File: src/rtl/uart_pkg.sv
// Shared UART definitions: frame constants and transmit FSM states, used by
// both the result transmitter and the instruction-loading receiver.
package uart_pkg;

  localparam int UART_DATA_BITS       = 8;
  localparam int WORD_BYTES           = 2;
  localparam int DEFAULT_CLKS_PER_BIT = 868;  // 100 MHz / 115200 baud

  typedef enum logic [2:0] {
    TX_IDLE,
    TX_START,
    TX_DATA,
    TX_PARITY,
    TX_STOP
  } tx_state_t;

endpackage

File: src/rtl/tx_word_fifo.sv
// Show-ahead synchronous word FIFO with push/pop/flush; full and empty are
// decoded from the registered occupancy count.
module tx_word_fifo #(
  parameter int WIDTH = 16,
  parameter int DEPTH = 8
) (
  input  logic                     clk,
  input  logic                     reset,
  input  logic                     push,
  input  logic [WIDTH-1:0]         push_data,
  input  logic                     pop,
  input  logic                     flush,
  output logic [WIDTH-1:0]         pop_data,
  output logic                     full,
  output logic                     empty,
  output logic [$clog2(DEPTH):0]   count
);

  localparam int PTR_W = $clog2(DEPTH);

  logic [WIDTH-1:0] mem [DEPTH];
  logic [PTR_W-1:0] wr_ptr;
  logic [PTR_W-1:0] rd_ptr;
  logic             push_ok;
  logic             pop_ok;

  assign full     = (count == (PTR_W+1)'(DEPTH));
  assign empty    = (count == '0);
  assign push_ok  = push && !full;
  assign pop_ok   = pop && !empty;
  assign pop_data = mem[rd_ptr];

  // NOTE: the storage array has no reset; only pointers and count need a
  // defined value, and leaving the array unreset lets it map onto RAM.
  always_ff @(posedge clk) begin
    if (push_ok) mem[wr_ptr] <= push_data;
  end

  always_ff @(posedge clk or negedge reset) begin
    if (!reset) begin
      wr_ptr <= '0;
      rd_ptr <= '0;
      count  <= '0;
    end else if (flush) begin
      wr_ptr <= '0;
      rd_ptr <= '0;
      count  <= '0;
    end else begin
      if (push_ok) wr_ptr <= wr_ptr + 1'b1;
      if (pop_ok)  rd_ptr <= rd_ptr + 1'b1;
      case ({push_ok, pop_ok})
        2'b10:   count <= count + 1'b1;
        2'b01:   count <= count - 1'b1;
        default: ;
      endcase
    end
  end

endmodule

File: src/rtl/uart_result_tx.sv
// Result-word UART transmitter: buffers 16-bit words and sends each as two
// bytes, high byte first. Define UART_TX_PARITY_EN to add an even parity bit.
module uart_result_tx
  import uart_pkg::*;
#(
  parameter int CLKS_PER_BIT = DEFAULT_CLKS_PER_BIT,
  parameter int FIFO_DEPTH   = 8
) (
  input  logic                          clk,
  input  logic                          reset,
  input  logic [15:0]                   word_data,
  input  logic                          word_valid,
  output logic                          word_ready,
  input  logic                          flush,
  output logic                          tx,
  output logic                          busy,
  output logic [$clog2(FIFO_DEPTH):0]   fifo_level
);

  localparam int WORD_W = UART_DATA_BITS * WORD_BYTES;
  localparam int BAUD_W = $clog2(CLKS_PER_BIT);
  localparam int BIT_W  = $clog2(UART_DATA_BITS);
  localparam logic [BAUD_W-1:0] BAUD_LAST = BAUD_W'(CLKS_PER_BIT - 1);
  localparam logic [BIT_W-1:0]  BIT_LAST  = BIT_W'(UART_DATA_BITS - 1);

  tx_state_t                 state_q, state_d;
  logic [BAUD_W-1:0]         baud_q, baud_d;
  logic [BIT_W-1:0]          bit_q, bit_d;
  logic                      half_q, half_d;
  logic [WORD_W-1:0]         holder_q, holder_d;
  logic                      tx_q, tx_d;

  logic                      fifo_pop;
  logic                      fifo_full;
  logic                      fifo_empty;
  logic [WORD_W-1:0]         fifo_dout;
  logic [UART_DATA_BITS-1:0] cur_byte;
  logic                      baud_end;

  tx_word_fifo #(
    .WIDTH (WORD_W),
    .DEPTH (FIFO_DEPTH)
  ) u_fifo (
    .clk       (clk),
    .reset     (reset),
    .push      (word_valid),
    .push_data (word_data),
    .pop       (fifo_pop),
    .flush     (flush),
    .pop_data  (fifo_dout),
    .full      (fifo_full),
    .empty     (fifo_empty),
    .count     (fifo_level)
  );

  assign word_ready = !fifo_full;
  assign busy       = (state_q != TX_IDLE) || !fifo_empty;
  assign tx         = tx_q;
  assign cur_byte   = half_q ? holder_q[7:0] : holder_q[15:8];
  assign baud_end   = (baud_q == BAUD_LAST);

  // NOTE: every output of this block gets a default before the case, so no
  // path leaves a signal unassigned and no latch is inferred.
  always_comb begin
    state_d  = state_q;
    baud_d   = baud_q;
    bit_d    = bit_q;
    half_d   = half_q;
    holder_d = holder_q;
    fifo_pop = 1'b0;
    tx_d     = 1'b1;
    case (state_q)
      TX_IDLE: begin
        if (!fifo_empty) begin
          fifo_pop = 1'b1;
          holder_d = fifo_dout;
          half_d   = 1'b0;
          baud_d   = '0;
          state_d  = TX_START;
        end
      end
      TX_START: begin
        tx_d = 1'b0;
        if (baud_end) begin
          baud_d  = '0;
          bit_d   = '0;
          state_d = TX_DATA;
        end else begin
          baud_d = baud_q + 1'b1;
        end
      end
      TX_DATA: begin
        tx_d = cur_byte[bit_q];
        if (baud_end) begin
          baud_d = '0;
          if (bit_q == BIT_LAST) begin
`ifdef UART_TX_PARITY_EN
            state_d = TX_PARITY;
`else
            state_d = TX_STOP;
`endif
          end else begin
            bit_d = bit_q + 1'b1;
          end
        end else begin
          baud_d = baud_q + 1'b1;
        end
      end
`ifdef UART_TX_PARITY_EN
      TX_PARITY: begin
        tx_d = ^cur_byte;
        if (baud_end) begin
          baud_d  = '0;
          state_d = TX_STOP;
        end else begin
          baud_d = baud_q + 1'b1;
        end
      end
`endif
      TX_STOP: begin
        if (baud_end) begin
          baud_d = '0;
          if (!half_q) begin
            half_d  = 1'b1;
            state_d = TX_START;
          end else if (!fifo_empty) begin
            // Next word follows the stop bit directly, with no idle gap.
            fifo_pop = 1'b1;
            holder_d = fifo_dout;
            half_d   = 1'b0;
            state_d  = TX_START;
          end else begin
            state_d = TX_IDLE;
          end
        end else begin
          baud_d = baud_q + 1'b1;
        end
      end
      default: state_d = TX_IDLE;
    endcase
  end

  // NOTE: state registers use non-blocking assignments so every flop samples
  // the pre-edge values; the combinational block above uses blocking ones.
  always_ff @(posedge clk or negedge reset) begin
    if (!reset) begin
      state_q  <= TX_IDLE;
      baud_q   <= '0;
      bit_q    <= '0;
      half_q   <= 1'b0;
      holder_q <= '0;
      tx_q     <= 1'b1;
    end else begin
      state_q  <= state_d;
      baud_q   <= baud_d;
      bit_q    <= bit_d;
      half_q   <= half_d;
      holder_q <= holder_d;
      tx_q     <= tx_d;
    end
  end

endmodule

File: config.mk
export PLATFORM = sky130hd
export DESIGN_NAME = uart_result_tx
export DESIGN_NICKNAME = d
export VERILOG_FILES = /design/src/rtl/uart_pkg.sv /design/src/rtl/tx_word_fifo.sv /design/src/rtl/uart_result_tx.sv
export SDC_FILE = /design/constraint.sdc
export NUM_CORES = 1
export LEC_CHECK = 0
export ABC_AREA = 1
export BUFFER_PORTS_ARGS = -buffer_cell sky130_fd_sc_hd__buf_2
export CORE_ASPECT_RATIO = 1.25
export CORE_MARGIN = 3
export CORE_UTILIZATION = 56
export DETAILED_ROUTE_END_ITERATION = 6
export PLACE_DENSITY = 0.81
export SLEW_MARGIN = 20
export SYNTH_ARGS = -nofsm -noshare
export SYNTH_HDL_FRONTEND = slang
export SYNTH_HIERARCHICAL = 1
export SYNTH_SLANG_ARGS = --single-unit
File: constraint.sdc
create_clock -name clk -period 2.26 [get_ports clk]
set_clock_uncertainty 0.05 [all_clocks]
set_input_delay 0.452 -clock clk [delete_from_list [all_inputs] [get_ports clk]]
set_output_delay 0.452 -clock clk [all_outputs]
set_load 0.01 [all_outputs]
* Word-level counts from Yosys, hierarchy flattened
Memory sizes are Yosys's and may differ from the RTL's.
Index checks and enable logic that the tools add are counted.
W data, S select, Z words.
** Storage, ports and cells
- Register bits after elaboration :: 44
- Bits in writable memories :: 128
- Input bits :: 20
- Logic and storage cells :: 92
- Memories :: 1
** Memories
- u_fifo.mem :: words 8, width 16, read ports 1, clocked after Yosys merged registers in 0, wr ports 1, line tx_word_fifo.sv:21 : logic [WIDTH-1:0] mem [DEPTH];
** Cells by class
- Add/subtract/negate cells :: 6
- $lt $le $gt $ge :: 1
- Eq/ne operators :: 15
- Mux-type cells :: 40
- Reductions and logical operators :: 20
** Operator list (number)
- $mux W16 :: 3
- $mux W3 :: 12
- $pmux W16 S2 :: 1
- $mux W10 :: 2
- $pmux W10 S2 :: 1
- $ne A2 B2 Y1 const B :: 7
- $mux W1 :: 12
- $pmux W3 S4 :: 1
- $add A10 B1 Y10 const B :: 1
- $eq A10 B10 Y1 const B :: 1
- $reduce_bool A2 Y1 :: 5
- $add A3 B1 Y3 const B :: 3
- $mux W8 :: 1
- $pmux W4 S2 :: 1
- $eq A3 B3 Y1 const B :: 2
- $pmux W1 S2 :: 3
- $pmux W3 S2 :: 1
- $reduce_and A3 Y1 :: 2
- $reduce_bool A3 Y1 :: 2
- $reduce_and A5 Y1 :: 1
- $add A4 B1 Y4 const B :: 1
- $eq A4 B4 Y1 const B :: 1
- $logic_not A4 Y1 :: 1
- $lt A3 B4 Y1 const B :: 1
- other kinds (14) :: 16

* Longest topological paths before layout
Gate-level depths: netlist of run 1.
- Depth after elaboration :: 9
- Gate-level depth with buffers :: 18
- Mapped depth without buffers :: 18

* Cells and area by module
Netlist of run 1, hierarchy kept.
** By module, submodules not included
- tx_word_fifo :: times used 1, cells each 458, area an instance 5605.4 um^2
- uart_result_tx :: times used 1, cells each 256, area an instance 1956.9 um^2

* Worst setup path before layout of run 1
Ideal clock, no wire load.
- Path kind :: register to register
- From :: register baud_q[1]
- To :: register u_fifo.count[3]
- Setup time :: 117 ps
- Data arrival time :: 2171 ps
- Required time :: 2093 ps
- Setup slack :: -79 ps
- Stages on the path, launching flop included :: 17
- Path buffers :: 0
- Period minus slack after synthesis :: 2339 ps
- Cells stage by stage :: dfrtp_1 ha_1 nand4_1 nor2_4 nand4_4 nand2_1 inv_1 a21oi_4 nand2_4 clkinv_2 ha_1 inv_1 nor2_1 nor2_1 nand3_1 nand3_1 nand2_1
** On the way
- Longest elaborated chain between the ends :: 7
- Elaborated cells between the ends (all ways) :: 9
- Classes of those cells :: eq/ne (3); mux (4); reduce/logical (2)
** Ends and longest elaborated chain
- start, declared :: line uart_result_tx.sv:27 : logic [BAUD_W-1:0] baud_q, baud_d;
- start signal, assigned :: line uart_result_tx.sv:155 : baud_q <= baud_d;
- $eq A10 B10 Y1 (*) :: line uart_result_tx.sv:60 : assign baud_end = (baud_q == BAUD_LAST);
- $mux W1 (*) :: line uart_result_tx.sv:121 : if (baud_end) begin
- $pmux W1 S2 (*) :: line uart_result_tx.sv:72 : case (state_q)
- net fifo_pop :: line uart_result_tx.sv:33 : logic fifo_pop;
- $logic_and A1 B1 Y1 (*) :: line tx_word_fifo.sv:30 : assign pop_ok = pop && !empty;
- $eq A2 B1 Y1 or $eq A2 B2 Y1 (tied branches) :: line tx_word_fifo.sv:51 : case ({push_ok, pop_ok})
- $pmux W4 S2 :: line tx_word_fifo.sv:51
- $mux W4 :: line tx_word_fifo.sv:44 : end else if (flush) begin
- end signal, assigned :: line tx_word_fifo.sv:52 : 2'b10: count <= count + 1'b1;
- end signal, assigned :: line tx_word_fifo.sv:53 : 2'b01: count <= count - 1'b1;
- end, declared :: line tx_word_fifo.sv:16 : output logic [$clog2(DEPTH):0] count
Mark *: on every way through the listed nets, which the timed path passes. The rest lies on a longest branch.
A chain may end at the register's enable or synchronous reset.

* Final worst setup path of run 1
- From :: register baud_q[0]
- To :: register u_fifo.count[2]
Same word-level chain as after synthesis.

==> qor.yml, run 1 <==
status: "finished with violations"
violations: "setup timing"
postLayoutCoreUtil_pct: 67.6
p_int_mw: 6.81
crit_fanout: 4
synth_cells: 714
cts.sinks: 172
cp-start-kind: "flop"
htree_num_levels: 4
critical_path.endpoint: "u_fifo/count[2]"
use_met1_pct: 26.9
reg2reg_slack_ns: -0.07
slowest_stage: "dfrtp_1"
hp-class: "primary input to async pin"
cp_cell_sequence: "ha_4 -> nand4_1 -> nor2_4 -> nand4_4 -> nand2_2 -> inv_2 -> a21oi_4 -> nand2_4 -> nand2_2 -> nand2_1 -> inv_1 -> ha_1 -> inv_1 -> nand2_2 -> xor2_2 -> o21ai_2"
syn_nets: 741
yosysWarnings: 6
critPathKind: "flop to flop"
crit_start: "baud_q[0]"
seq_power_share_pct: 37.9
first_pass_iters: 5
synth_seq_cells: 172
top_usage_layer: "met2"
antenna_found_initial: 0
die_w_um: 110
drv_slew: 0
cpMostUsedCell: "nand2_2"
critPathArrivalTime_ns: 2.59
cts_buffer_depth: 2
power_mw: 10.7
ys.flop_type: "edfxtp_1"
grt_pass1_vias: 5532
core_um2: 12900
synth.avg_cell_area_um2: 10.6
rsz0062_at_grt: "yes"
start_util_pct: 58.4
n_antenna_cell: 0
worst_slew_pin_slew_ns: 1.04
worst_slew_margin_rel_pct: 30.4
syn2layout_area_growth_pct: 15.7
finalWirelength_um: 16500
chipHeight_um: 136
vias: 5623
num_rows: 46
clk_latency_ns: 0.42
layout-drive-gt1-share_pct: 18.7
use_met3_pct: 4.23
p_switching_mw: 3.86
reg2reg_from: "baud_q[0]"
pre_cts_ws_ns: -0.0986
grt_use_met2_pct: 39.9
hpwl_um: 10100
wire_per_inst_um: 17.3
yosys.cell_types.count: 38
grt_use_total_pct: 22.9
max_freq_ghz: 0.429
netSwitchingFraction_pct: 36.2
setup_ws_ns: -0.0700
ir_drop_mv: 0.727
slowest_delay_ns: 0.39
tns_ns: -0.129
grt.overflow.total: 0
ys_async_sr_fraction_pct: 25.6
synth_edf_count: 128
clock_power_share_pct: 26.2
multi_input_area_um2: 2360
layout.nets: 801
maxCapViolations: 0
numCtsBuffers: 17
rr_endpoint: "u_fifo/count[2]"
drt_iter0_drc: 532
cts_tree: "yes"
fillers: 871
rr_worst_depth: 16
clk_pin_slew_ns: 0.07
period_share_pct: 103
power_density_nw_per_um2: 1220
die_area_um2: 14900
grt_pass1_wl_um: 26100
place_congestion: 0.817
port_buffers: 26
pwr-share-comb_pct: 35.9
io_pins: 27
total_leakage_power_nw: 3.49
holdWs_ns: 0.113
viasPerCell: 5.89
cp_data_required_time_ns: 2.52
period_minus_slack_ns: 2.33
finalSetupViolations: 2
final-seq-area_um2: 4950
root_buffer: "clkbuf_16"
hold_viol_final: 0
grt_max_degree: 67
ctsHoldBuffers: 0
syn_area_um2: 7560
ant_nets: 0
cp-end-kind: "flop"
ys_seq_area_share_pct: 65.4
drc: 0
## through the flow
| stage | instances | cell area, µm² |
|---|---|---|
| 2_1_floorplan | 714 | 7600 |
| 3_3_place_gp | 912 | 8070 |
| 3_5_place_dp | 912 | 8070 |
| 4_1_cts | 948 | 8670 |
| 5_1_grt | 955 | 8750 |
| 6_report | 955 | 8750 |
## worst min path at each step
| stage | endpoint | cells past startpoint | slack [ns] | start |
|---|---|---|---|---|
| 2_1_floorplan | baud_q[0] | 0 | 0.11 | reset |
| 3_3_place_gp | holder_q[5] | 2 | 0.45 | holder_q[5] |
| 3_5_place_dp | holder_q[13] | 2 | 0.45 | holder_q[13] |
| 4_1_cts | u_fifo/count[2] | 1 | 0.13 | reset |
| 5_1_grt | u_fifo/count[2] | 1 | 0.17 | reset |
| 6_report | u_fifo/count[2] | 1 | 0.11 | reset |
## layer usage
metal  vias up  routed length [µm]
met5         -                   0
met4         0                 427
met3        49                1170
met2       255                8760
met1      2717                6160
li1       2602                   -
## flip-flops by register name (all words and copies together), names as in the netlist
signal	cells
u_fifo/mem	128
holder_q	16
baud_q	10
u_fifo/count	4
bit_q	3
state_q	3
u_fifo/rd_ptr	3
u_fifo/wr_ptr	3
half_q	1
tx	1
## power groups by stage
stage / sequential (mW) / clock [mW] / combinational [mW]
final: 4.04 / 2.80 / 3.84
after global routing: 4.08 / 2.96 / 4.27
after CTS: 4.04 / 2.82 / 3.67
after detailed placement: 4.10 / 0 / 3.58
after global placement: 4.08 / 0 / 3.41
after floorplan: 4.07 / 0 / 2.53
## cells in the final DEF (no fill, tap or decap), types with 11 or more instances in the layout
| cell | n |
|---|---|
| a31oi_1 | 17 |
| buf_2 | 26 |
| buf_4 | 42 |
| clkbuf_16 | 17 |
| dfrtp_1 | 40 |
| edfxtp_1 | 128 |
| inv_1 | 36 |
| nand2_1 | 101 |
| nand3_1 | 59 |
| nand4_1 | 11 |
| nor2_1 | 130 |
| o21ai_0 | 71 |
| o22ai_1 | 18 |
## repair_timing
action / CTS / global route
endpoints found under the setup margin: 2 / 4
gates resized for setup: 1 / 9
buffers inserted: 4 / 7
pin swaps: 1 / 14
## cell usage after synthesis, types with 3 or more instances
master / count / share of area, %
clkbuf_1: 14 / 0.69
nor2_4: 3 / 0.45
dfrtp_1: 43 / 14
inv_2: 5 / 0.25
buf_2: 9 / 0.60
nor2_1: 134 / 6.7
inv_1: 38 / 1.9
nand2_2: 5 / 0.41
nand3_2: 3 / 0.40
nor3_1: 5 / 0.33
ha_1: 7 / 1.2
nand4_1: 11 / 0.91
a21oi_1: 3 / 0.20
nand2_4: 4 / 0.60
o22ai_1: 18 / 1.5
edfxtp_1: 128 / 51
nand3_1: 59 / 3.9
xor2_1: 4 / 0.46
o21ai_0: 72 / 4.8
a31oi_1: 17 / 1.4
nand2_1: 105 / 5.2
nor2_2: 6 / 0.50
## cells by family after synthesis
kind of cell | synth area share (%)
AND/OR/NAND/NOR | 20.2
flip-flops | 65.4
AO/OA/AOI/OAI | 8.52
buffers and inverters | 4.24
adder cells (fa/ha/maj) | 1.16
XOR/XNOR | 0.463
## worst max-delay path, delay by kind of cell, from the launching register on
kind,cells,cell delay (ns)
simple gates,8,0.87
flops,1,0.39
compound gates,2,0.29
fa+ha+maj,2,0.28
buf+inv,3,0.16
xor+xnor,1,0.16
## layout make-up
cell class	count	area share [%]
Clock buffer	18	4.90
Multi-Input combinational cell	468	27.0
Tap cell	168	2.40
Timing Repair Buffer	70	5.55
Inverter	45	2.02
Clock inverter	14	1.62
Sequential cell	172	56.6
Power figures use the tool's default switching activity.
==> inputs of run 2 (changes only) <==
REMOVE_ABC_BUFFERS = 1   (was unset)
==> run 2 against run 1 <==
The run now ends clean. First-iteration DRC count down 1.5%. Sequential share of layout area shrank 0.42 points. Worst hold slack got worse by 0.038 ns. Global-route usage grew 0.95 points. Die area unchanged. Cell area rose by 0.70%. Wire length is 1.4% higher. Clock power is 2% lower. Register-to-register slack better by 0.10 ns. Clock-buffer cell count decreased by 1. Final cell count grew 1.0%. Critical path type unchanged. Largest power group unchanged.
==> qor.yml, run 2 (synthesized netlist as in run 1, its figures left out) <==
finalWirelength_um: 16700  # +1.4%
top_register: "u_fifo/mem"
drt_iter0_drc: 524  # -1.5%
period_minus_slack_ns: 2.23  # -0.102 ns
reg2reg_from: "baud_q[1]"
ctsHoldBuffers: 0  # unchanged
viasPerCell: 5.82  # -1.2%
worst_slew_margin_rel_pct: 43.0  # +13 points
first_pass_iters: 6  # +1
numCtsBuffers: 17  # unchanged
layout.nets: 811  # +1.2%
status: "finished, final reports clean"
power_density_nw_per_um2: 1210  # -0.69%
mostFrequentLayoutCell: "nor2_1"
grt_pass1_wl_um: 27000  # +3.5%
hold_viol_final: 0  # unchanged
die_area_um2: 14900  # unchanged
antenna_found_initial: 0  # unchanged
worst_slew_pin_slew_ns: 0.855  # -0.184 ns
hp-class: "primary input to async pin"
n_antenna_cell: 0  # unchanged
grt.overflow.total: 0  # unchanged
slowest_stage: "dfrtp_1"
critPathArrivalTime_ns: 2.50  # -0.09 ns
crit_fanout: 4  # unchanged
grt_pass1_vias: 5627  # +1.7%
period_share_pct: 98.6  # -4.5 points
max_freq_ghz: 0.449  # +4.6%
layout-drive-gt1-share_pct: 19.6  # +0.89 points
drc: 0  # unchanged
crit_start: "baud_q[1]"
wire_per_inst_um: 17.3  # +0.32%
largest_register_ffs: 128  # unchanged
clk_latency_ns: 0.43  # about the same
final_design_area_no_fill_um2: 8810  # +0.70%
port_buffers: 26  # unchanged
critPathKind: "flop to flop"
ant_nets: 0  # unchanged
grt_use_total_pct: 23.9  # +0.95 points
drv_slew: 0  # unchanged
maxCapViolations: 0  # unchanged
cp-end-kind: "flop"
num_rows: 46  # unchanged
clk_pin_slew_ns: 0.07  # about the same
cts_buffer_depth: 2  # unchanged
vias: 5616  # -0.12%
cts.sinks: 172  # unchanged
core_um2: 12900  # unchanged
fillers: 871  # unchanged
multi_input_area_um2: 2330  # -1.3%
top_regs: "u_fifo/mem (128), holder_q (16), baud_q (10)"
root_buffer: "clkbuf_16"
layout.cells.non_filler: 965  # +1.0%
ir_drop_mv: 0.703  # -3.4%
finalSetupViolations: 0  # -2
start_util_pct: 58.4  # unchanged
syn2layout_area_growth_pct: 16.5
slowest_delay_ns: 0.36  # -0.03 ns
htree_num_levels: 4  # unchanged
cp_cell_sequence: "ha_2 -> nand4_1 -> nor2_4 -> nand4_4 -> nand2_2 -> inv_2 -> a21oi_4 -> buf_4 -> nand3_2 -> nand2_1 -> inv_1 -> ha_1 -> inv_1 -> nand2_1 -> xor2_1 -> o21ai_2"
dpl.cell_count: 922  # +1.1%
cp_data_required_time_ns: 2.53  # about the same
hpwl_um: 10100  # +0.37%
grt_max_degree: 51  # -24%
final-seq-area_um2: 4950  # about the same
place_area_um2: 8130  # +0.76%
io_pins: 27  # unchanged
chipHeight_um: 136  # unchanged
total_leakage_power_nw: 3.54  # +1.5%
rsz0062_at_grt: "yes"
cp-start-kind: "flop"
cts_tree: "yes"
place_congestion: 0.859  # +5.2%
final_cell_mix: "131 x nor2_1, 128 x edfxtp_1, 104 x nand2_1"
die_w_um: 110  # unchanged
[run 2: routing by layer]
metal | track usage [%] | share of wire [%] | vias up | routed length (µm)
met2 | 41.4 | 53 | 251 | 8840
li1 | - | - | 2616 | -
met5 | 0 | 0 | - | 0
met4 | 11.2 | 2.6 | 0 | 428
met1 | 27.4 | 38 | 2702 | 6300
met3 | 5.84 | 6.9 | 47 | 1160
[run 2: cell type report]
type	instances	share of cell area, %
clock inverters	15	1.56
flip-flops and latches	172	56.1
clock buffers	17	4.83
multi-input cells	468	26.4
well taps	168	2.39
inverters	45	2.02
repair buffers	80	6.64
[run 2: metrics by stage]
| step | util, % | power, mW | hold WS, ns | setup TNS [ns] | worst slack [ns] |
|---|---|---|---|---|---|
| after global routing | 68.1 | 11.3 | 0.141 | -0.216 | -0.106 |
| after floorplan | - | 6.37 | 0.106 | -6.67 | -0.380 |
| after global placement | 62.8 | 7.53 | 0.445 | 0 | 0.131 |
| after detailed placement | 62.8 | 7.70 | 0.447 | -0.0132 | -0.0132 |
| final | 68.1 | 10.7 | 0.0755 | 0 | 0.0319 |
| after CTS | 67.6 | 10.6 | 0.102 | 0 | 0.0123 |
[run 2: repair_timing]
action                                  4_1_cts  5_1_grt
resized for setup                             6        7
setup buffers                                 6        5
endpoints found under the hold margin         0        0
pin swaps                                     8       12
endpoints found under the setup margin        1        5
gates cloned                                  0        0
[run 2: path summary, 6_finish.rpt]
kind | endpoint | slack, ns | cells past startpoint
setup / recovery | u_fifo/count[2] | 0.03 | 16
hold / removal | u_fifo/count[0] | 0.08 | 1
setup reg to reg | u_fifo/count[2] | 0.03 | 16
hold reg to reg | holder_q[9] | 0.46 | 2
max in group asynchronous | u_fifo/count[3] | 1.48 | 2
min in group clk | u_fifo/mem[7][3] | 0.23 | 1
[run 2: critical path, delay by kind of cell (launching register included)]
| family | cells | cell delay, ns |
|---|---|---|
| AOI/OAI and AO/OA | 2 | 0.26 |
| DFF | 1 | 0.36 |
| and+or+nand+nor | 7 | 0.65 |
| adders and majority gates | 2 | 0.34 |
| xor gates and xnor gates | 1 | 0.17 |
| buffers and inverters | 4 | 0.30 |
[run 2: power breakdown]
part           internal [mW]  leakage, nW  switching (mW)  total (mW)
Combinational           1.42         1.54            2.45        3.88
Clock                   1.53        0.272            1.22        2.75
Sequential              3.81         1.73           0.238        4.05
Total                   6.77         3.54            3.91        10.7
==> inputs of run 3 (changes only) <==
GPL_TIMING_DRIVEN = 0   (was unset)
RECOVER_POWER = 25   (was unset)
SETUP_SLACK_MARGIN = 0.05   (was unset)
==> run 3 against run 2 <==
Final cell count fell by 1.8%. Critical path depth grew 1. Flip-flop and latch count stayed put. Power is 1.5% lower. Critical path type unchanged. Setup slack got worse by 0.026 ns. Register-to-register slack got worse by 0.03 ns. Sequential power up 4.9%. Largest power group unchanged. Via count rose by 0.61%.
==> qor.yml, run 3 (synthesized netlist as in run 1, its figures left out) <==
status: "finished, final reports clean"
drv_slew: 0  # unchanged
postLayoutCoreUtil_pct: 68.0  # -0.077 points
htree_num_levels: 4  # unchanged
finalSetupViolations: 0  # unchanged
rsz0062_at_grt: "yes"
viasPerCell: 5.96  # +2.4%
final_cell_mix: "128 x edfxtp_1, 121 x nor2_1, 101 x nand2_1"
wire_per_inst_um: 17.7  # +2.1%
cpMostUsedCell: "nor2_2"
syn2layout_area_growth_pct: 16.4
tns_ns: 0  # unchanged
grt_max_degree: 67  # +31%
ir_drop_mv: 0.615  # -12%
io_pins: 27  # unchanged
hp-class: "primary input to async pin"
finalWirelength_um: 16800  # +0.34%
n_antenna_cell: 0  # unchanged
die_area_um2: 14900  # unchanged
dpl.cell_count: 887  # -3.8%
maxCapViolations: 0  # unchanged
hold_viol_final: 0  # unchanged
grt.overflow.total: 0  # unchanged
drc: 0  # unchanged
cp_data_required_time_ns: 2.53  # about the same
grt_pass1_wl_um: 26700  # -1.4%
period_minus_slack_ns: 2.25  # +0.0260 ns
critPathKind: "flop to flop"
top_regs: "u_fifo/mem (128), holder_q (16), baud_q (10)"
cts_buffer_depth: 2  # unchanged
core_um2: 12900  # unchanged
grt_use_total_pct: 23.6  # -0.29 points
vias: 5650  # +0.61%
cp-end-kind: "flop"
power_mw: 10.5  # -1.5%
place_congestion: 0.898  # +4.5%
layout.nets: 794  # -2.1%
setup_ws_ns: 0.00596  # -0.0260 ns
clk_latency_ns: 0.42  # about the same
slowest_stage: "dfrtp_2"
num_rows: 46  # unchanged
layout.cells.non_filler: 948  # -1.8%
max_freq_ghz: 0.444  # -1.2%
slowest_delay_ns: 0.41  # +0.05 ns
period_share_pct: 99.7  # +1.1 points
clk_pin_slew_ns: 0.07  # about the same
port_buffers: 26  # unchanged
die_w_um: 110  # unchanged
worst_slew_margin_rel_pct: 34.8  # -8.2 points
total_leakage_power_nw: 3.41  # -3.7%
cp_cell_sequence: "nand2_2 -> nor2_2 -> inv_1 -> nor2_4 -> nand4_4 -> nand2_2 -> inv_2 -> a21oi_4 -> nand2_4 -> inv_4 -> ha_4 -> inv_4 -> nor2_2 -> nor2_2 -> nand3_1 -> nand3_1 -> nand2_1"
power_density_nw_per_um2: 1190  # -1.4%
antenna_found_initial: 0  # unchanged
root_buffer: "clkbuf_16"
fillers: 861  # -1.1%
hpwl_um: 9850  # -2.4%
largest_register_ffs: 128  # unchanged
top_register: "u_fifo/mem"
cts_tree: "yes"
ant_nets: 0  # unchanged
ctsHoldBuffers: 0  # unchanged
drt_iter0_drc: 423  # -19%
chipHeight_um: 136  # unchanged
mostFrequentLayoutCell: "edfxtp_1"
cts.sinks: 172  # unchanged
numCtsBuffers: 17  # unchanged
pre_cts_ws_ns: -0.665  # -0.652 ns
place_area_um2: 7900  # -2.8%
crit_fanout: 5  # +1
grt_pass1_vias: 5519  # -1.9%
cp-start-kind: "flop"
critPathArrivalTime_ns: 2.52  # +0.02 ns
start_util_pct: 58.4  # unchanged
holdWs_ns: 0.137  # +0.0615 ns
worst_slew_pin_slew_ns: 0.977  # +0.123 ns
layout-drive-gt1-share_pct: 19.4  # -0.21 points
first_pass_iters: 5  # -1
final_design_area_no_fill_um2: 8800  # -0.11%
-- run 3: final timing paths --
kind / start / end / slack (ns) / cells after the start
worst max-delay path: baud_q[9] / u_fifo/count[3] / 0.006 / 17
worst min-delay path: reset / u_fifo/count[2] / 0.14 / 1
worst max register to register: baud_q[9] / u_fifo/count[3] / 0.006 / 17
worst min register to register: holder_q[4] / holder_q[4] / 0.47 / 2
max in group asynchronous: reset / u_fifo/rd_ptr[1] / 1.31 / 1
min in group clk: word_data[7] / u_fifo/mem[2][7] / 0.25 / 1
-- run 3: what timing repair did --
| item | in CTS | in global routing |
|---|---|---|
| buffers inserted | 14 | 14 |
| endpoints found under the setup margin | 24 | 63 |
| resized for setup | 27 | 18 |
| pin swaps | 6 | 18 |
| gates cloned | 1 | 0 |
-- run 3: critical path: cells and delay by family (launching register included) --
kind,cells,cell delay (ns)
simple gates,11,1.02
compound gates,1,0.19
flops,1,0.41
fa+ha+maj,1,0.21
buf+inv,4,0.26
-- run 3: routing by layer --
metal,track usage (%),part of all wire (%),vias to the layer above
met4,14.1,4.0,0
li1,-,-,2591
met3,4.80,6.7,51
met1,27.2,37,2753
met2,40.0,52,255
met5,0,0,-
-- run 3: layout make-up --
type | instances | area [µm²] | share of cell area (%)
Sequential cell | 172 | 4960 | 56.4
Timing Repair inverter | 1 | 7.51 | 0.0853
Tap cell | 168 | 210 | 2.39
Timing Repair Buffer | 62 | 464 | 5.27
Inverter | 45 | 190 | 2.16
Clock buffer | 17 | 425 | 4.83
Multi-Input combinational cell | 468 | 2410 | 27.4
Clock inverter | 15 | 128 | 1.45
-- run 3: report_power, final --
part	total [mW]	internal, mW	switching [mW]
combinational	3.57	1.28	2.29
sequential	4.25	3.83	0.417
clock	2.70	1.44	1.26
total	10.5	6.55	3.96
